File: src/rtl/wb_write_arbiter_pkg.sv
// wb_write_arbiter_pkg: shared widths, defaults and the long-latency FIFO entry type
package wb_write_arbiter_pkg;
  localparam int REG_W = 32;
  localparam int ADDR_W = 5;
  localparam int WB_FIFO_DEPTH = 2;
  localparam int WB_STARVE_MAX = 4;
  typedef struct packed {
    logic [ADDR_W-1:0] waddr;
    logic [REG_W-1:0]  wdata;
  } wb_entry_t;
endpackage

File: src/rtl/wb_write_arbiter_ll_fifo.sv
// wb_ll_fifo: long-latency result queue with per-entry live bits, kill-by-address and two CAM lookups
module wb_ll_fifo
  import wb_write_arbiter_pkg::*;
#(
  parameter int DEPTH = WB_FIFO_DEPTH
) (
  input  logic              clk,
  input  logic              rst,
  input  logic              push,
  input  wb_entry_t         push_entry,
  input  logic              pop,
  input  logic              kill,
  input  logic [ADDR_W-1:0] kill_addr,
  input  logic [ADDR_W-1:0] raddr1,
  input  logic [ADDR_W-1:0] raddr2,
  output logic              hit1,
  output logic              hit2,
  output logic              full,
  output logic              empty,
  output wb_entry_t         head,
  output logic              head_live
);
  localparam int AW = $clog2(DEPTH);
  localparam int PW = AW + 1;
  logic [PW-1:0] wr_ptr, rd_ptr;
  logic [AW-1:0] wr_idx, rd_idx;
  logic [DEPTH-1:0] live, live_nxt;
  wb_entry_t mem [DEPTH];
  assign wr_idx = wr_ptr[AW-1:0];
  assign rd_idx = rd_ptr[AW-1:0];
  assign empty = wr_ptr == rd_ptr;
  assign full = (wr_ptr[AW] != rd_ptr[AW]) && (wr_idx == rd_idx);
  assign head = mem[rd_idx];
  assign head_live = live[rd_idx];
  // live implies occupied: bits are only set on push and cleared on pop
  always_comb begin
    hit1 = 1'b0;
    hit2 = 1'b0;
    live_nxt = live;
    for (int i = 0; i < DEPTH; i++) begin
      hit1 = hit1 | (live[i] && raddr1 != '0 && mem[i].waddr == raddr1);
      hit2 = hit2 | (live[i] && raddr2 != '0 && mem[i].waddr == raddr2);
      if (kill && mem[i].waddr == kill_addr) live_nxt[i] = 1'b0;
    end
    if (pop) live_nxt[rd_idx] = 1'b0;
    if (push) live_nxt[wr_idx] = push_entry.waddr != '0 && !(kill && push_entry.waddr == kill_addr);
  end
  always_ff @(posedge clk) begin
    if (rst) begin
      wr_ptr <= '0;
      rd_ptr <= '0;
      live <= '0;
    end else begin
      live <= live_nxt;
      if (push) wr_ptr <= wr_ptr + PW'(1);
      if (pop) rd_ptr <= rd_ptr + PW'(1);
    end
  end
  always_ff @(posedge clk) if (push) mem[wr_idx] <= push_entry;
endmodule

File: src/rtl/wb_write_arbiter.sv
// wb_write_arbiter: merges pipeline writebacks with queued long-latency results onto one regfile write port
module wb_write_arbiter
  import wb_write_arbiter_pkg::*;
#(
  parameter int DEPTH = WB_FIFO_DEPTH,
  parameter int STARVE_MAX = WB_STARVE_MAX
) (
  input  logic              clk,
  input  logic              rst,
  input  logic              pl_we,
  input  logic [ADDR_W-1:0] pl_waddr,
  input  logic [REG_W-1:0]  pl_wdata,
  input  logic              ll_valid,
  output logic              ll_ready,
  input  logic [ADDR_W-1:0] ll_waddr,
  input  logic [REG_W-1:0]  ll_wdata,
  input  logic [ADDR_W-1:0] raddr1,
  input  logic [ADDR_W-1:0] raddr2,
  output logic              pend_hit1,
  output logic              pend_hit2,
  output logic              stall_req,
  output logic              rf_we,
  output logic [ADDR_W-1:0] rf_waddr,
  output logic [REG_W-1:0]  rf_wdata
);
  localparam int CW = $clog2(STARVE_MAX + 1);
  logic full, empty, head_live, hit1, hit2, push, pop, kill, head_wr;
  logic [CW-1:0] cnt;
  wb_entry_t head;
  wb_ll_fifo #(.DEPTH(DEPTH)) u_fifo (
    .clk(clk), .rst(rst), .push(push), .push_entry('{waddr: ll_waddr, wdata: ll_wdata}),
    .pop(pop), .kill(kill), .kill_addr(pl_waddr), .raddr1(raddr1), .raddr2(raddr2),
    .hit1(hit1), .hit2(hit2), .full(full), .empty(empty), .head(head), .head_live(head_live)
  );
  assign ll_ready = !rst && !full;
  assign push = ll_valid && ll_ready;
  assign pop = !rst && !pl_we && !empty;
  assign kill = pl_we && pl_waddr != '0;
  assign head_wr = !empty && head_live;
  assign pend_hit1 = !rst && hit1;
  assign pend_hit2 = !rst && hit2;
  assign stall_req = !rst && cnt == CW'(STARVE_MAX);
  always_comb begin
    rf_we = !rst && (pl_we || head_wr);
    rf_waddr = rst ? '0 : pl_we ? pl_waddr : head_wr ? head.waddr : '0;
    rf_wdata = rst ? '0 : pl_we ? pl_wdata : head_wr ? head.wdata : '0;
  end
  always_ff @(posedge clk) begin
    if (rst) cnt <= '0;
    else cnt <= (pl_we && !empty) ? ((cnt == CW'(STARVE_MAX)) ? cnt : cnt + CW'(1)) : '0;
  end
endmodule

File: config.mk
export PLATFORM = sky130hd
export DESIGN_NAME = wb_write_arbiter
export DESIGN_NICKNAME = d
export VERILOG_FILES = /design/src/rtl/wb_write_arbiter_pkg.sv /design/src/rtl/wb_write_arbiter_ll_fifo.sv /design/src/rtl/wb_write_arbiter.sv
export SDC_FILE = /design/constraint.sdc
export NUM_CORES = 1
export LEC_CHECK = 0
export ABC_AREA = 1
export CAP_MARGIN = 10
export CORE_AREA = 4 4 105 107
export DETAILED_ROUTE_END_ITERATION = 8
export DIE_AREA = 0 0 109 111
export PLACE_DENSITY = 0.87
export REMOVE_ABC_BUFFERS = 1
export SETUP_SLACK_MARGIN = 0.5
export SYNTH_ARGS = -nofsm -noshare
export SYNTH_HDL_FRONTEND = slang
export SYNTH_SLANG_ARGS = --single-unit
File: constraint.sdc
create_clock -name clk -period 2.1 [get_ports clk]
set_input_delay 0.315 -clock clk [delete_from_list [all_inputs] [get_ports clk]]
set_output_delay 0.315 -clock clk [all_outputs]
set_load 0.02 [all_outputs]
==> results of run 1 <==
==> registers in the layout, indices dropped and copies added, names as in the netlist, named ones only <==
signal and cells:
u_fifo.wr_ptr 2, u_fifo.mem 74, u_fifo.live 2, cnt 3
u_fifo.rd_ptr 2
==> placed cells by master (no fill, tap or decap), types with 7 or more instances in the layout <==
master / instances
clkdlybuf4s50_1: 85
nand2_1: 77
edfxtp_1: 74
buf_4: 44
buf_6: 42
mux2i_1: 31
inv_1: 24
nor2_1: 22
o21ai_4: 15
a21oi_1: 15
nand3_1: 13
o21ai_2: 12
xor2_1: 11
o21ai_0: 10
o22ai_1: 10
buf_12: 10
inv_2: 9
clkbuf_8: 9
nand2_2: 7
o21ai_1: 7
==> final timing paths <==
| path | from | endpoint | slack, ns | depth (start not counted) |
|---|---|---|---|---|
| worst max-delay path | u_fifo.rd_ptr[0]$_SDFFE_PP0N_ | rf_wdata[13] | 0.06 | 9 |
| worst min-delay path | u_fifo.wr_ptr[1]$_SDFFE_PP0P_ | u_fifo.wr_ptr[1]$_SDFFE_PP0P_ | 0.46 | 2 |
| worst max register to register | u_fifo.rd_ptr[0]$_SDFFE_PP0N_ | u_fifo.mem[0][32]$_DFFE_PP_ | 0.39 | 9 |
| worst min register to register | u_fifo.wr_ptr[1]$_SDFFE_PP0P_ | u_fifo.wr_ptr[1]$_SDFFE_PP0P_ | 0.46 | 2 |
==> power by group through the flow <==
stage | Clock, mW | Sequential [mW] | Combinational [mW]
floorplan | 0 | 1.96 | 0.262
global placement | 0 | 1.94 | 0.631
detailed placement | 0 | 1.95 | 0.646
CTS | 1.17 | 1.91 | 0.719
global route | 1.22 | 1.92 | 0.852
finish | 1.14 | 1.91 | 0.795
==> through the flow <==
| step | hold slack, ns | TNS (ns) | worst slack [ns] | cell area (sq um) | utilization |
|---|---|---|---|---|---|
| after floorplan | 0.414 | -11.43 | -0.337 | 4060 | - |
| after global placement | 0.470 | -13.99 | -0.371 | 5820 | 0.574 |
| after detailed placement | 0.476 | -15.22 | -0.420 | 5820 | 0.574 |
| after CTS | 0.473 | -0.00182 | -0.00182 | 6370 | 0.628 |
| after global routing | 0.495 | -0.115 | -0.0190 | 6790 | 0.669 |
| final | 0.465 | 0 | 0.0584 | 6790 | 0.669 |
==> per-layer routing <==
| metal | vias up | wire (microns) |
|---|---|---|
| li1 | 1753 | - |
| met2 | 142 | 6280 |
| met3 | 31 | 782 |
| met4 | 0 | 348 |
| met1 | 1708 | 4700 |
| met5 | - | 0 |
==> worst register-to-register path: cells and delay by family (launching register included) <==
family | cells | cell delay, ns
DFF | 1 | 0.39
AOI/OAI and AO/OA | 1 | 0.16
and+or+nand+nor | 3 | 0.28
buffers and inverters | 5 | 0.62
==> what timing repair did <==
| action | 4_1_cts | 5_1_grt |
|---|---|---|
| pin swaps | 10 | 6 |
| setup buffers | 13 | 14 |
| gates resized for setup | 289 | 62 |
| setup endpoints to repair | 116 | 116 |
| cloned | 2 | 5 |
==> cell families after synthesis <==
family                     after synthesis  share of synthesized area
xor gates and xnor gates                13                     0.0275
AOI/OAI and AO/OA                       80                      0.122
adders and majority gates                2                    0.00604
and+or+nand+nor                        129                      0.128
buffers and inverters                   50                     0.0532
muxes                                   32                     0.0774
DFF                                     84                      0.585
==> layout make-up <==
| class | count | area (sq um) | area share |
|---|---|---|---|
| Timing Repair Buffer | 193 | 2050 | 0.303 |
| Clock inverter | 7 | 76.3 | 0.0112 |
| Clock buffer | 9 | 124 | 0.0183 |
| Multi-Input combinational cell | 256 | 1770 | 0.261 |
| Inverter | 38 | 156 | 0.0230 |
| Tap cell | 136 | 170 | 0.0251 |
| Sequential cell | 84 | 2430 | 0.358 |
==> run metrics, run 1 <==
Global Route met2 Usage 0.330; CP max-delay cell dfxtp_4; largest net degree at the start of global routing 28; drt first-iter violations between 200 and 300; via density per instance roughly 5.0; count leader, synth nand2_1; Root Buffer clkbuf_8; Post-DRT Antenna Nets 0; final setup fails 0; hold buffers post-CTS 0; # IOs 130; min-delay worst type flop to flop; Clk pin slew, worst setup/hold paths approximately 0.080 ns; GRT Util Overall 0.189; Lkg Pwr approximately 2.6 nW; WP buf/inv 4; DR DRC count 0; kind of critical path flop to output pin; Core Region 0.0101 sq mm; sequential fraction of design power 0.497; FILL cells roughly 710; top_reg_cell synth edfxtp_1; crit-path max cell delay around 0.39 ns; fin. max-slew vios 0; max cap viols 0; clock share of power 0.296; FP Rows 37; Seq/Total Area, Yosys 0.585; fmax a little under 500 MHz; Mapped Cells between 300 and 400; Tot Pwr approximately 3.8 mW; met3 Usage GRT 0.0396; post-DP HPWL approximately 8 mm; CP top delay family buffers and inverters; worst-skew pair later-pin latency between 0.3 and 0.4 ns; post-synth top area share 0.537; antenna cells 0; met1 usage 0.220; Die Height between 100 and 150 microns; Initial Util 0.408; GRT overflow 0; synthesized area slightly above 0.004 sq mm; CP cell instances inv_4 -> nand2_2 -> nand2_2 -> nand2_4 -> nand3_4 -> buf_6 -> buf_12 -> o21ai_4 -> buf_6; status finished clean; pwr dens ~570 mW/mm^2; combinational cell fraction of total power 0.207; crit path DAT roughly 1.7 ns; Die Width between 100 and 150 microns; number of vias in the routed layout 3,634; CTS sink cnt between 80 and 90; number of synthesized register bits 84; fraction of layout cells with a size suffix above 1 0.332; first-pass GRT wire length between 15 and 20 mm; area grow syn2layout 63.9%; Critical Path End Type output pin; Worst-Margin Slew between 0.3 and 0.4 ns; drt pass-1 iters 4; area leader, netlist edfxtp_1; Netlist cell types 28; Int Pwr between 2 and 3 mW; minimum clock period slightly above 2 ns; Async S/R FF share, synth 0; Inst Count DP 673; grt peak-use layer met2; WL final 12.1 mm; Psw roughly 0.99 mW; Switching Fraction 0.256; initial antenna violation count 0; Layout Nets roughly 670; Avg WL per Cell 16.8 microns; final period utilization 0.972; relative slew slack 0.733; CP required approximately 1.8 ns; Port Buffers 129; EDFF count, synth between 70 and 80; endpoints failing hold 0; startpoint types flop; VDD IR max 378 uV; htree depth 3; number of global-route vias before repair 3,648; yosys warns 0; die area ~0.012 sq mm; mean area per synthesized cell roughly 11 sq um; RSZ-0062 raised after global routing yes; CTS tree built; largest cells by area after synthesis edfxtp_1 (54%), mux2i_1 (7.7%), nand2_1 (7.5%); clock skew ~0.007 ns; Post-synth top cells nand2_1 (83), edfxtp_1 (74), inv_1 (36), mux2i_1 (32), nor2_1 (26); Critical Path Fanout Max 8; TritonCTS Buffers 9; routability cong. between 0.8 and 0.9; Max Buffers Root-to-Sink 2; Finished Layout Cells just over 700
Power figures use the tool's default switching activity.
==> inputs of run 2 (changes only) <==
- CORE_AREA: 4 4 105 107 -> 8 8 109 111
- DIE_AREA: 0 0 109 111 -> 0 0 117 119
==> run metrics, run 2 (synthesis results as in run 1) <==
fin. max-slew vios 0; max cap viols 0; post-DP HPWL 8.85 mm; Initial Util 0.410; relative slew slack 0.787; Avg WL per Cell about 17 microns; end-of-flow core utilization 0.635; Layout Nets 668; Port Buffers 129; Clk pin slew, worst setup/hold paths about 0.090 ns; Die Width 117 microns; startpoint types flop; minimum clock period around 2 ns; Regs by FF count u_fifo.mem x74, cnt x3; most common cell after layout, fill and taps aside clkdlybuf4s50_1; drt first-iter violations between 200 and 250; FILL cells ~830; routability cong. ~0.8; die area around 0.014 sq mm; GRT Util Overall 0.175; Post-DRT Antenna Nets 0; WHS slightly above 0.5 ns; crit path DAT roughly 1.7 ns; post-route cell area around 0.0064 sq mm; Core Region between 0.01 and 0.015 sq mm; largest net degree at the start of global routing 20; area grow syn2layout 54.7%; DR DRC count 0; via density per instance approximately 5.0; pwr dens between 500 and 600 mW/mm^2; final period utilization 0.965; Top reg by flops u_fifo.mem; Finished Layout Cells between 700 and 800; CTS sink cnt between 80 and 90; VDD IR max about 420 uV; Lkg Pwr 2.52 nW; FP Rows 37; CTS tree built; CP required between 1.5 and 2 ns; commonest non-fill, non-tap cells in the layout clkdlybuf4s50_1 (83), nand2_1 (80), edfxtp_1 (74), buf_4 (72), mux2i_1 (31); Placement Cell Area between 0.005 and 0.006 sq mm; first-pass GRT wire length ~19 mm; GRT overflow 0; kind of critical path flop to output pin; WL final approximately 12 mm; number of vias in the routed layout approximately 3,600; RSZ-0062 raised after global routing yes; Critical Path End Type output pin; max reg flops 74; fmax between 400 and 500 MHz; status finished clean; Worst-Margin Slew between 0.3 and 0.4 ns; # IOs 130; final setup fails 0; hold buffers post-CTS 0; Critical Path Fanout Max 9; Root Buffer clkbuf_8; worst-skew pair later-pin latency about 0.34 ns; antenna cells 0; drt pass-1 iters 4; htree depth 3; Die Height approximately 120 microns; TritonCTS Buffers 9; clock skew roughly 0.010 ns; endpoints failing hold 0; min-delay worst type flop to flop; initial antenna violation count 0; number of global-route vias before repair ~4,000; Inst Count DP ~680; Max Buffers Root-to-Sink 2; fraction of layout cells with a size suffix above 1 0.292
==> run 2: cell count changes in the layout (fill, tap and decap cells not counted), moves of 5 or more <==
cell     change
o21ai_2      +9
buf_4       +28
nand2_2      -5
buf_6       -31
o21ai_4     -13
==> run 2: where the power goes <==
group          switching (mW)  leakage, nW  internal, mW
Sequential             0.0318        0.762          1.88
Combinational           0.352         1.67         0.395
Clock                   0.554       0.0939         0.555
==> run 2: worst paths after layout <==
path	from	end	slack, ns	cells past startpoint
max	u_fifo.rd_ptr[0]$_SDFFE_PP0N_	rf_wdata[31]	0.07	7
min	u_fifo.wr_ptr[0]$_SDFFE_PP0P_	u_fifo.wr_ptr[0]$_SDFFE_PP0P_	0.51	2
max reg2reg	u_fifo.rd_ptr[0]$_SDFFE_PP0N_	u_fifo.mem[0][5]$_DFFE_PP_	0.40	8
min reg2reg	u_fifo.wr_ptr[0]$_SDFFE_PP0P_	u_fifo.wr_ptr[0]$_SDFFE_PP0P_	0.51	2
==> run 2: critical path: stages (launching register included) <==
cell	delay [ns]
dfxtp_4	0.38
nand2_1	0.12
nand2_4	0.07
nand2_4	0.08
nand3_4	0.17
buf_6	0.21
o21ai_0	0.14
buf_2	0.19
==> run 2: cell type report <==
cell class | instances | area, sq um | share of cell area
clock buffers | 11 | 131 | 0.0205
flip-flops and latches | 84 | 2430 | 0.380
well taps | 136 | 170 | 0.0266
multi-input cells | 256 | 1610 | 0.251
repair buffers | 189 | 1840 | 0.288
clock inverters | 5 | 60.1 | 0.00938
inverters | 38 | 158 | 0.0246
==> run 2: per-layer routing <==
metal	vias to the layer above	track usage	routed length, microns
met5	-	0	0
li1	1743	-	-
met3	22	0.0455	785
met4	0	0.0921	281
met2	129	0.308	6560
met1	1678	0.186	4730
==> run 2: repair_timing <==
item,in CTS,in global routing
pin swaps,13,7
gates resized for setup,250,29
hold endpoints to repair,0,0
setup endpoints to repair,116,116
cloned,1,2
buffers inserted,15,10
==> run 2: stage by stage <==
step	power, mW	setup TNS, ns	setup slack, ns
CTS	3.76	0	0.0983
floorplan	2.22	-11.43	-0.337
global placement	2.59	-13.00	-0.377
finish	3.77	0	0.0744
detailed placement	2.61	-15.79	-0.440
global route	3.93	-0.0196	-0.0196
==> inputs of run 3 (changes only) <==
- CORE_AREA: 8 8 109 111 -> 8 8 105 107
- DIE_AREA: 0 0 117 119 -> 0 0 113 115
- DONT_BUFFER_PORTS: default -> 1
- PLACE_DENSITY: 0.87 -> 0.73
==> run metrics, run 3 (synthesis results as in run 1) <==
Top reg by flops u_fifo.mem; R2R Setup Slk roughly 0.34 ns; via density per instance around 5.5; Die Width around 110 microns; sequential fraction of design power 0.510; clock share of power 0.346; first-pass GRT wire length approximately 17 mm; Core Region 0.00946 sq mm; minimum clock period 2.04 ns; FF-to-FF path depth 8; final setup fails 0; clock skew 0.00629 ns; HP Start ll_wdata[14]; pre-CTS setup slack around 0.36 ns; VDD IR max between 400 and 500 uV; Regs by FF count u_fifo.mem x74, cnt x3; GRT Util Overall 0.171; Switching Fraction 0.256; pwr dens roughly 670 mW/mm^2; fraction of layout cells with a size suffix above 1 0.346; Placement Cell Area ~0.0045 sq mm; TritonCTS Buffers 9; crit path DAT 1.73 ns; min-delay worst type primary input to flop; Clk pin slew, worst setup/hold paths roughly 0.09 ns; largest net degree at the start of global routing 32; antenna cells 0; DR DRC count 0; Post-DRT Antenna Nets 0; FILL cells 731; Critical Path End Type output pin; Psw 0.962 mW; WL final between 10 and 15 mm; Port Buffers 0; Die Height roughly 120 microns; Layout Nets between 500 and 600; Finished Layout Cells 568; Inst Count DP approximately 520; Initial Util 0.438; Lkg Pwr between 2 and 2.5 nW; GRT overflow 0; hold endpoint u_fifo.mem[0][14]$_DFFE_PP_; routability cong. about 0.91; Max Buffers Root-to-Sink 2; Root Buffer clkbuf_8; setup TNS 0 ns; CTS sink cnt 84; post-DP HPWL 7.53 mm; final period utilization 0.973; fin. max-slew vios 0; max cap viols 0; worst reg2reg endpoint u_fifo.mem[0][25]$_DFFE_PP_; commonest non-fill, non-tap cells in the layout nand2_1 (78), edfxtp_1 (74), o21ai_4 (29), buf_6 (29), mux2i_1 (28); kind of critical path flop to output pin; RSZ-0062 raised after global routing yes; # IOs 130; Hold Crit Depth 0; initial antenna violation count 0; htree depth 3; number of global-route vias before repair 3,383; Final Worst Setup Slack roughly 0.056 ns; endpoints failing hold 0; die area between 0.01 and 0.015 sq mm; fmax between 400 and 500 MHz; FF-to-FF Start u_fifo.rd_ptr[0]$_SDFFE_PP0N_; drt first-iter violations between 200 and 250; Int Pwr roughly 2.8 mW; relative slew slack 0.728; area grow syn2layout 34.9%; Avg WL per Cell 20.3 microns; startpoint types flop; most common cell after layout, fill and taps aside nand2_1; max reg flops 74; worst-skew pair later-pin latency 0.36 ns; number of vias in the routed layout about 3,100; status finished clean; FP Rows 36; CP required ~1.8 ns; Critical Path Fanout Max 8; Worst-Margin Slew 0.405 ns; combinational cell fraction of total power 0.144; drt pass-1 iters 4; post-route cell area between 0.005 and 0.006 sq mm; CTS tree built
## run 3: how the worst max path moves through the flow
| stage | startpoint | endpoint | slack (ns) | cells after the start |
|---|---|---|---|---|
| finish | u_fifo.rd_ptr[0]$_SDFFE_PP0N_ | rf_wdata[2] | 0.06 | 9 |
| detailed placement | u_fifo.rd_ptr[0]$_SDFFE_PP0N_ | rf_wdata[0] | 0.36 | 8 |
| global route | u_fifo.rd_ptr[0]$_SDFFE_PP0N_ | rf_wdata[2] | -0.02 | 9 |
| floorplan | flop | rf_wdata[0] | -0.34 | 2 |
| global placement | u_fifo.rd_ptr[0]$_SDFFE_PP0N_ | rf_wdata[4] | 0.41 | 8 |
| CTS | u_fifo.rd_ptr[0]$_SDFFE_PP0N_ | rf_wdata[15] | 0.05 | 8 |
## run 3: metal layers
layer | wire, microns | global-route usage | vias to the layer above
met2 | 5870 | 0.294 | 134
met4 | 207 | 0.0835 | 0
met5 | 0 | 0 | -
met1 | 4260 | 0.181 | 1506
li1 | - | - | 1477
met3 | 1170 | 0.0657 | 14
## run 3: critical path, cell delays in order (launching register included)
cell     delay [ns]
dfxtp_4        0.38
inv_4          0.04
nand2_2        0.05
nand2_2        0.07
nand2_4        0.08
nand3_4        0.16
buf_6          0.18
buf_12         0.14
o21ai_4        0.13
buf_6          0.13
## run 3: repair_timing
action / CTS / global route
buffers inserted: 18 / 10
setup endpoints to repair: 110 / 110
resized for setup: 96 / 39
cloned: 4 / 2
hold buffers: 0 / 0
pin swaps: 12 / 15
## run 3: area by class of cell
cell class | count | area, sq um | area share
Sequential cell | 84 | 2440 | 0.436
Multi-Input combinational cell | 256 | 1920 | 0.344
Timing Repair Buffer | 60 | 712 | 0.127
Inverter | 38 | 145 | 0.0260
Tap cell | 114 | 143 | 0.0255
Clock buffer | 9 | 124 | 0.0222
Clock inverter | 7 | 103 | 0.0184
## run 3: power by group through the flow
stage                     clock [mW]  sequential [mW]  combinational [mW]
final                           1.30             1.91               0.541
after global routing            1.39             1.92               0.580
after floorplan                    0             1.96               0.262
after CTS                       1.33             1.91               0.484
after detailed placement           0             1.95               0.376
after global placement             0             1.95               0.368
## run 3: stage by stage
stage	util	hold WS, ns	power, mW
after CTS	0.563	0.0251	3.73
after detailed placement	0.471	0.414	2.33
after global routing	0.590	0.0193	3.89
final	0.590	0.0454	3.75
after global placement	0.471	0.414	2.32
after floorplan	-	0.414	2.22
